## config.mk

```make
export PLATFORM = sky130hd
export DESIGN_NAME = mem_access_stage_flat
export DESIGN_NICKNAME = d
export VERILOG_FILES = /design/src/rtl/mem_access_stage_if.sv /design/src/rtl/mem_access_stage.sv /design/src/flat_wrapper.sv
export SDC_FILE = /design/constraint.sdc
export NUM_CORES = 1
export LEC_CHECK = 0
export CORE_MARGIN = 4
export CORE_UTILIZATION = 35
export DETAILED_ROUTE_END_ITERATION = 6
export PLACE_DENSITY = 0.69
export REMOVE_ABC_BUFFERS = 1
export SKIP_LAST_GASP = 1
export SLEW_MARGIN = 15
export SYNTH_ARGS = -nofsm -noshare
export SYNTH_HDL_FRONTEND = slang
export SYNTH_SLANG_ARGS = --single-unit
```

## constraint.sdc

```tcl
create_clock -name clk -period 1.62 [get_ports clk]
set_clock_uncertainty 0.05 [all_clocks]
set_input_delay 0.243 -clock clk [delete_from_list [all_inputs] [get_ports clk]]
set_output_delay 0.243 -clock clk [all_outputs]
set_load 0.1 [all_outputs]
```

## src/rtl/mem_access_stage_if.sv

```systemverilog
// Byte-wide data-memory bus between the MEM stage (master) and data memory (slave).
interface mem_access_stage_if #(
  parameter int unsigned ADDR_W = 16
);
  logic              mem_req;
  logic              mem_we;
  logic [ADDR_W-1:0] mem_addr;
  logic [7:0]        mem_wdata;
  logic [7:0]        mem_rdata;
  logic              mem_ack;

  modport master (
    output mem_req, mem_we, mem_addr, mem_wdata,
    input  mem_rdata, mem_ack
  );

  modport slave (
    input  mem_req, mem_we, mem_addr, mem_wdata,
    output mem_rdata, mem_ack
  );
endinterface

```

## src/rtl/mem_access_stage.sv

```systemverilog
// MEM pipeline stage: byte load/store over a req/ack bus, stalls upstream while busy and
// launches a registered MEM/WB bundle. Optional ack timeout enabled by MEM_TIMEOUT_EN.
module mem_access_stage #(
  parameter int unsigned ADDR_W  = 16,
  parameter int unsigned TIMEOUT = 64
) (
  input  logic        clk,
  input  logic        rst_n,
  input  logic        valid_in,
  input  logic        we_mem,
  input  logic        sel_dat,
  input  logic        sel_c,
  input  logic        sel_v,
  input  logic        we_c,
  input  logic [31:0] result,
  input  logic [7:0]  DoB_byte,
  input  logic [3:0]  Rg_mem,
  output logic        stall_out,
  output logic        wb_valid,
  output logic        wb_rf_we,
  output logic [31:0] wb_data,
  output logic [3:0]  wb_rg,
  output logic        wb_sel_c,
  output logic        wb_sel_v,
  output logic        wb_we_c,
`ifdef MEM_TIMEOUT_EN
  output logic        mem_err,
`endif
  mem_access_stage_if.master mem
);

  typedef enum logic [0:0] {StIdle, StAccess} state_e;

  state_e            state_q, state_d;
  logic              req_q, req_d, we_q, we_d;
  logic [ADDR_W-1:0] addr_q, addr_d;
  logic [7:0]        wdata_q, wdata_d;
  // Instruction captured on ACCESS entry
  logic              ld_q, ld_d, sc_q, sc_d, sv_q, sv_d, wc_q, wc_d;
  logic [31:0]       res_q, res_d;
  logic [3:0]        rg_q, rg_d;
  // MEM/WB bundle
  logic              wbv_q, wbv_d, wbrf_q, wbrf_d;
  logic [31:0]       wbdata_q, wbdata_d;
  logic [3:0]        wbrg_q, wbrg_d;
  logic              wbsc_q, wbsc_d, wbsv_q, wbsv_d, wbwc_q, wbwc_d;
`ifdef MEM_TIMEOUT_EN
  localparam int unsigned CntW = $clog2(TIMEOUT);
  logic [CntW-1:0]   cnt_q, cnt_d;
  logic              err_q, err_d;
`endif

  always_comb begin
    state_d  = state_q;
    req_d    = req_q;
    we_d     = we_q;
    addr_d   = addr_q;
    wdata_d  = wdata_q;
    ld_d     = ld_q;
    sc_d     = sc_q;
    sv_d     = sv_q;
    wc_d     = wc_q;
    res_d    = res_q;
    rg_d     = rg_q;
    wbv_d    = 1'b0;
    wbrf_d   = wbrf_q;
    wbdata_d = wbdata_q;
    wbrg_d   = wbrg_q;
    wbsc_d   = wbsc_q;
    wbsv_d   = wbsv_q;
    wbwc_d   = wbwc_q;
`ifdef MEM_TIMEOUT_EN
    cnt_d    = cnt_q;
    err_d    = 1'b0;
`endif
    unique case (state_q)
      StIdle: begin
        if (valid_in && (we_mem || sel_dat)) begin
          state_d = StAccess;
          req_d   = 1'b1;
          we_d    = we_mem;
          addr_d  = result[ADDR_W-1:0];
          wdata_d = DoB_byte;
          ld_d    = ~we_mem;  // store wins when both we_mem and sel_dat are set
          sc_d    = sel_c;
          sv_d    = sel_v;
          wc_d    = we_c;
          res_d   = result;
          rg_d    = Rg_mem;
`ifdef MEM_TIMEOUT_EN
          cnt_d   = '0;
`endif
        end else if (valid_in) begin
          wbv_d    = 1'b1;
          wbrf_d   = 1'b1;
          wbdata_d = result;
          wbrg_d   = Rg_mem;
          wbsc_d   = sel_c;
          wbsv_d   = sel_v;
          wbwc_d   = we_c;
        end
      end
      StAccess: begin
        if (mem.mem_ack) begin
          state_d  = StIdle;
          req_d    = 1'b0;
          wbv_d    = 1'b1;
          wbrf_d   = ld_q;
          wbdata_d = ld_q ? {24'b0, mem.mem_rdata} : res_q;
          wbrg_d   = rg_q;
          wbsc_d   = sc_q;
          wbsv_d   = sv_q;
          wbwc_d   = wc_q;
`ifdef MEM_TIMEOUT_EN
        end else if (cnt_q == CntW'(TIMEOUT - 1)) begin
          state_d  = StIdle;
          req_d    = 1'b0;
          wbv_d    = 1'b1;
          wbrf_d   = 1'b0;
          wbdata_d = res_q;
          wbrg_d   = rg_q;
          wbsc_d   = sc_q;
          wbsv_d   = sv_q;
          wbwc_d   = wc_q;
          err_d    = 1'b1;
        end else begin
          cnt_d    = cnt_q + 1'b1;
`endif
        end
      end
      default: state_d = StIdle;
    endcase
  end

  always_ff @(posedge clk or negedge rst_n) begin
    if (!rst_n) begin
      state_q  <= StIdle;
      req_q    <= 1'b0;
      we_q     <= 1'b0;
      addr_q   <= '0;
      wdata_q  <= '0;
      ld_q     <= 1'b0;
      sc_q     <= 1'b0;
      sv_q     <= 1'b0;
      wc_q     <= 1'b0;
      res_q    <= '0;
      rg_q     <= '0;
      wbv_q    <= 1'b0;
      wbrf_q   <= 1'b0;
      wbdata_q <= '0;
      wbrg_q   <= '0;
      wbsc_q   <= 1'b0;
      wbsv_q   <= 1'b0;
      wbwc_q   <= 1'b0;
`ifdef MEM_TIMEOUT_EN
      cnt_q    <= '0;
      err_q    <= 1'b0;
`endif
    end else begin
      state_q  <= state_d;
      req_q    <= req_d;
      we_q     <= we_d;
      addr_q   <= addr_d;
      wdata_q  <= wdata_d;
      ld_q     <= ld_d;
      sc_q     <= sc_d;
      sv_q     <= sv_d;
      wc_q     <= wc_d;
      res_q    <= res_d;
      rg_q     <= rg_d;
      wbv_q    <= wbv_d;
      wbrf_q   <= wbrf_d;
      wbdata_q <= wbdata_d;
      wbrg_q   <= wbrg_d;
      wbsc_q   <= wbsc_d;
      wbsv_q   <= wbsv_d;
      wbwc_q   <= wbwc_d;
`ifdef MEM_TIMEOUT_EN
      cnt_q    <= cnt_d;
      err_q    <= err_d;
`endif
    end
  end

  assign stall_out     = (state_q != StIdle);
  assign mem.mem_req   = req_q;
  assign mem.mem_we    = we_q;
  assign mem.mem_addr  = addr_q;
  assign mem.mem_wdata = wdata_q;
  assign wb_valid      = wbv_q;
  assign wb_rf_we      = wbrf_q;
  assign wb_data       = wbdata_q;
  assign wb_rg         = wbrg_q;
  assign wb_sel_c      = wbsc_q;
  assign wb_sel_v      = wbsv_q;
  assign wb_we_c       = wbwc_q;
`ifdef MEM_TIMEOUT_EN
  assign mem_err       = err_q;
`endif

endmodule

```

## src/flat_wrapper.sv

```systemverilog
// flat-port wrapper written by rule: the top's interface ports become plain ports
module mem_access_stage_flat 
#(
  parameter int unsigned ADDR_W  = 16,
  parameter int unsigned TIMEOUT = 64
)
  (clk, rst_n, valid_in, we_mem, sel_dat, sel_c, sel_v, we_c, result, DoB_byte, Rg_mem, stall_out, wb_valid, wb_rf_we, wb_data, wb_rg, wb_sel_c, wb_sel_v, wb_we_c, mem_mem_req, mem_mem_we, mem_mem_addr, mem_mem_wdata, mem_mem_rdata, mem_mem_ack);
  mem_access_stage_if #(.ADDR_W(ADDR_W)) mem_i ();
  input  logic clk;
  input  logic rst_n;
  input  logic valid_in;
  input  logic we_mem;
  input  logic sel_dat;
  input  logic sel_c;
  input  logic sel_v;
  input  logic we_c;
  input  logic [31:0] result;
  input  logic [7:0] DoB_byte;
  input  logic [3:0] Rg_mem;
  output logic stall_out;
  output logic wb_valid;
  output logic wb_rf_we;
  output logic [31:0] wb_data;
  output logic [3:0] wb_rg;
  output logic wb_sel_c;
  output logic wb_sel_v;
  output logic wb_we_c;
  output wire logic [$bits(mem_i.mem_req)-1:0] mem_mem_req;
  output wire logic [$bits(mem_i.mem_we)-1:0] mem_mem_we;
  output wire logic [$bits(mem_i.mem_addr)-1:0] mem_mem_addr;
  output wire logic [$bits(mem_i.mem_wdata)-1:0] mem_mem_wdata;
  input wire logic [$bits(mem_i.mem_rdata)-1:0] mem_mem_rdata;
  input wire logic [$bits(mem_i.mem_ack)-1:0] mem_mem_ack;
  assign mem_mem_req = mem_i.mem_req;
  assign mem_mem_we = mem_i.mem_we;
  assign mem_mem_addr = mem_i.mem_addr;
  assign mem_mem_wdata = mem_i.mem_wdata;
  assign mem_i.mem_rdata = mem_mem_rdata;
  assign mem_i.mem_ack = mem_mem_ack;
  mem_access_stage #(.ADDR_W(ADDR_W), .TIMEOUT(TIMEOUT)) u_core (.clk(clk), .rst_n(rst_n), .valid_in(valid_in), .we_mem(we_mem), .sel_dat(sel_dat), .sel_c(sel_c), .sel_v(sel_v), .we_c(we_c), .result(result), .DoB_byte(DoB_byte), .Rg_mem(Rg_mem), .stall_out(stall_out), .wb_valid(wb_valid), .wb_rf_we(wb_rf_we), .wb_data(wb_data), .wb_rg(wb_rg), .wb_sel_c(wb_sel_c), .wb_sel_v(wb_sel_v), .wb_we_c(wb_we_c), .mem(mem_i));
endmodule
```

==> results of run 1 <==
[routing by layer]
layer  GRT usage  vias to the layer above  wire length (um)
met2       0.270                       93              5350
li1            -                     1414                 -
met4      0.0459                        0               113
met1       0.189                     1469              4060
met3      0.0396                        9               652
met5           0                        -                 0
[flip-flops by register name, indices dropped and copies added, names as in the netlist, 4 cells and up]
| register | count |
|---|---|
| u_core.rg_q | 4 |
| u_core.res_q | 32 |
| u_core.mem.mem_wdata | 8 |
| u_core.wb_rg | 4 |
| u_core.wb_data | 32 |
[power by group]
part | total (mW) | switching, mW | internal, mW
Clock | 1.96 | 0.882 | 1.08
Combinational | 7.14 | 4.50 | 2.64
Sequential | 3.56 | 0.637 | 2.93
[cells in the final DEF (no fill, tap or decap)]
cell type / Yosys / routed
nand3_1: 30 / 30
clkinv_2: 0 / 2
dlygate4sd3_1: 0 / 1
clkbuf_16: 0 / 9
nor2b_1: 24 / 23
o22ai_1: 1 / 1
mux2_2: 44 / 44
a21oi_4: 0 / 1
dfrtp_2: 0 / 1
a21oi_1: 23 / 23
inv_2: 1 / 1
nand2_1: 2 / 2
clkdlybuf4s50_1: 0 / 59
nor4b_4: 1 / 1
a21o_1: 2 / 2
or4b_4: 1 / 1
nor2b_2: 0 / 1
buf_4: 18 / 17
clkinvlp_4: 0 / 4
o21ai_1: 22 / 22
mux2i_1: 17 / 17
nor3b_4: 1 / 1
buf_6: 11 / 1
nor2_1: 9 / 9
buf_12: 0 / 75
mux2_1: 5 / 5
o21ai_2: 8 / 8
dfrtp_1: 92 / 91
inv_1: 4 / 4
a221o_1: 8 / 8
clkbuf_8: 0 / 1
[per-stage QoR]
stage	hold WS (ns)	total power, mW	TNS, ns	instances	util
2_1_floorplan	-0.103	7.75	-158.33	296	-
3_3_place_gp	0.164	10.7	-20.36	590	0.543
6_report	0.340	12.7	0	608	0.569
5_1_grt	0.405	13.1	0	608	0.569
4_1_cts	0.352	12.8	0	607	0.568
3_5_place_dp	0.170	10.8	-21.71	590	0.543
[logic make-up (layout without fill, tap and decap cells)]
kind of cell | Yosys count | after routing
flip-flops | 92 | 92
AND/OR/NAND/NOR | 68 | 68
multiplexers | 66 | 66
AO/OA/AOI/OAI | 65 | 65
buffers and inverters | 45 | 174
[what timing repair did]
action | 4_1_cts | 5_1_grt
hold endpoints to repair | 30 | 0
hold buffers | 1 | 0
buffers inserted | 0 | 1
endpoints found under the setup margin | 0 | 3
resized for setup | 0 | 1
[final cells by class]
class	count	area, um2
fill	921	4960
tap	143	179
sequential	92	2300
inverter	5	18.8
multi-input combinational	199	1540
timing repair buffer	153	2240
clock inverter	6	40.0
clock buffer	10	239
[worst paths after layout]
path,from,end,slack (ns),cells after the start
max,sel_dat,u_core.wb_data[6],0.05,6
min,rst_n,u_core.mem.mem_wdata[6],0.34,2
max reg2reg,u_core.stall_out,u_core.res_q[15],0.06,3
min reg2reg,u_core.res_q[23],u_core.res_q[23],0.44,1
max in group asynchronous,rst_n,u_core.res_q[10],0.58,3
min in group clk,u_core.res_q[23],u_core.res_q[23],0.44,1
==> flow_summary.yaml, run 1 <==
run_status:
  status: "finished clean"
synth:
  synth_area_leaders: "dfrtp_1 55%, mux2_2 12%, mux2i_1 4.1%"
  synth-async-reset-ratio: 1.00
  yosysMostFrequentCell: "dfrtp_1"
  synthAdderAreaFrac: 0
  synth_top_area_frac: 0.555
  synth_compound_area_frac: 0.0977
  synth_top_cell_by_area: "dfrtp_1"
  synthMuxAreaShare: 0.174
  yosysSeqAreaShare: 0.555
  synth_edf_count: 0
  synthCells: 336
  synth_area_mm2: 0.00415
  yosys.area_share.simple: 0.0959
  synth_top_family_by_area: "multiplexers"
  synth.distinct_cells: 25
  synth_seq_cells: 92
  syn_area_per_cell_um2: 12.3
  ys_top_cells_by_count: "92 x dfrtp_1, 44 x mux2_2, 30 x nand3_1"
  yosysWarnings: 0
  synth_top_flop_cell: "dfrtp_1"
  synth-xor-area-share: 0
power:
  power_density_mw_per_mm2: 1930
  leakage_nw: 2.83
  peakVddDrop_uv: 823
grt:
  first_global_vias: 3153
  grt_pass1_wl_um: 16400
  grt_overflow: 0
  track_usage: 0.155
  antenna_found_initial: 0
  grt_max_degree: 44
floorplanning:
  die_w_um: 117
  coreArea_mm2: 0.0115
  die_h_um: 117
  io_pins: 129
  start_util: 0.360
  dieArea_mm2: 0.0137
  core.rowCount: 39
worst_setup_path:
  critPathCaptureType: "flop"
  path_class: "primary input to flop"
  cp.required_ns: 1.78
  cpLargestDelayFamily: "buffers and inverters"
  cp_slowest_cell: "clkdlybuf4s50_1"
  cp_max_fo: 4
  crit_buf_inv: 3
  start_kind: "primary input"
  critPathMaxStageDelay_ns: 0.42
  cp.arrival_ns: 1.73
  path_cells: "clkdlybuf4s50_1 > buf_4 > nor4b_4 > a21oi_4 > buf_4 > a221o_1"
  cp_common_cell: "buf_4"
place:
  hpwlAfterDp_um: 7480
  dp_slack_ns: -0.273
  placed_area_mm2: 0.00626
  port_buffers: 128
  place_congestion: 0.750
cells_and_area:
  syn_to_final_growth_pct: 58.0
  layout.nets: 521
  drive_gt1_frac: 0.361
  diodes: 0
  final_cell_area_mm2: 0.00656
routing:
  routed_wl_um: 10200
  drtPass1Iterations: 4
  ant_nets: 0
  vias: 2985
  viasPerCell: 4.91
  dr.first_iter.drc_count: 115
  drc: 0
  wire_per_inst_um: 16.7
cts:
  h-tree-depth: 3
  cts-root-buf: "clkbuf_16"
  cts_sinks: 92
  clockBufferDepth: 2
  cts_made_buffers: 9
  cts.reportedPaths.clkPinSlew_ns: 0.07
  worstSkewPairLatency_ns: 0.33
  cts_tree: "yes"
timing:
  rsz0062_at_grt: "false"
  fin_ws_ns: 0.0502
  maxSlewHeadroom: 0.698
  final_max_slew_viol_count: 0
  min_period_over_period: 0.969
  hold_violations: 0
  period_minus_slack_ns: 1.57
  worst_slew_pin_slew_ns: 0.452
  max_freq_mhz: 637
  finalSetupViolCount: 0
hold_path:
  hp-class: "primary input to asynchronous set/reset pin"
flow_run:
  max_cap_violations: 0
Power figures use the tool's default switching activity.
==> run 2, diff against run 1 <==
- ABC_CLOCK_PERIOD_IN_PS: default -> 1620
==> results of run 2 <==
Same layout as run 1: the final DEF is identical, and so are final timing and power.
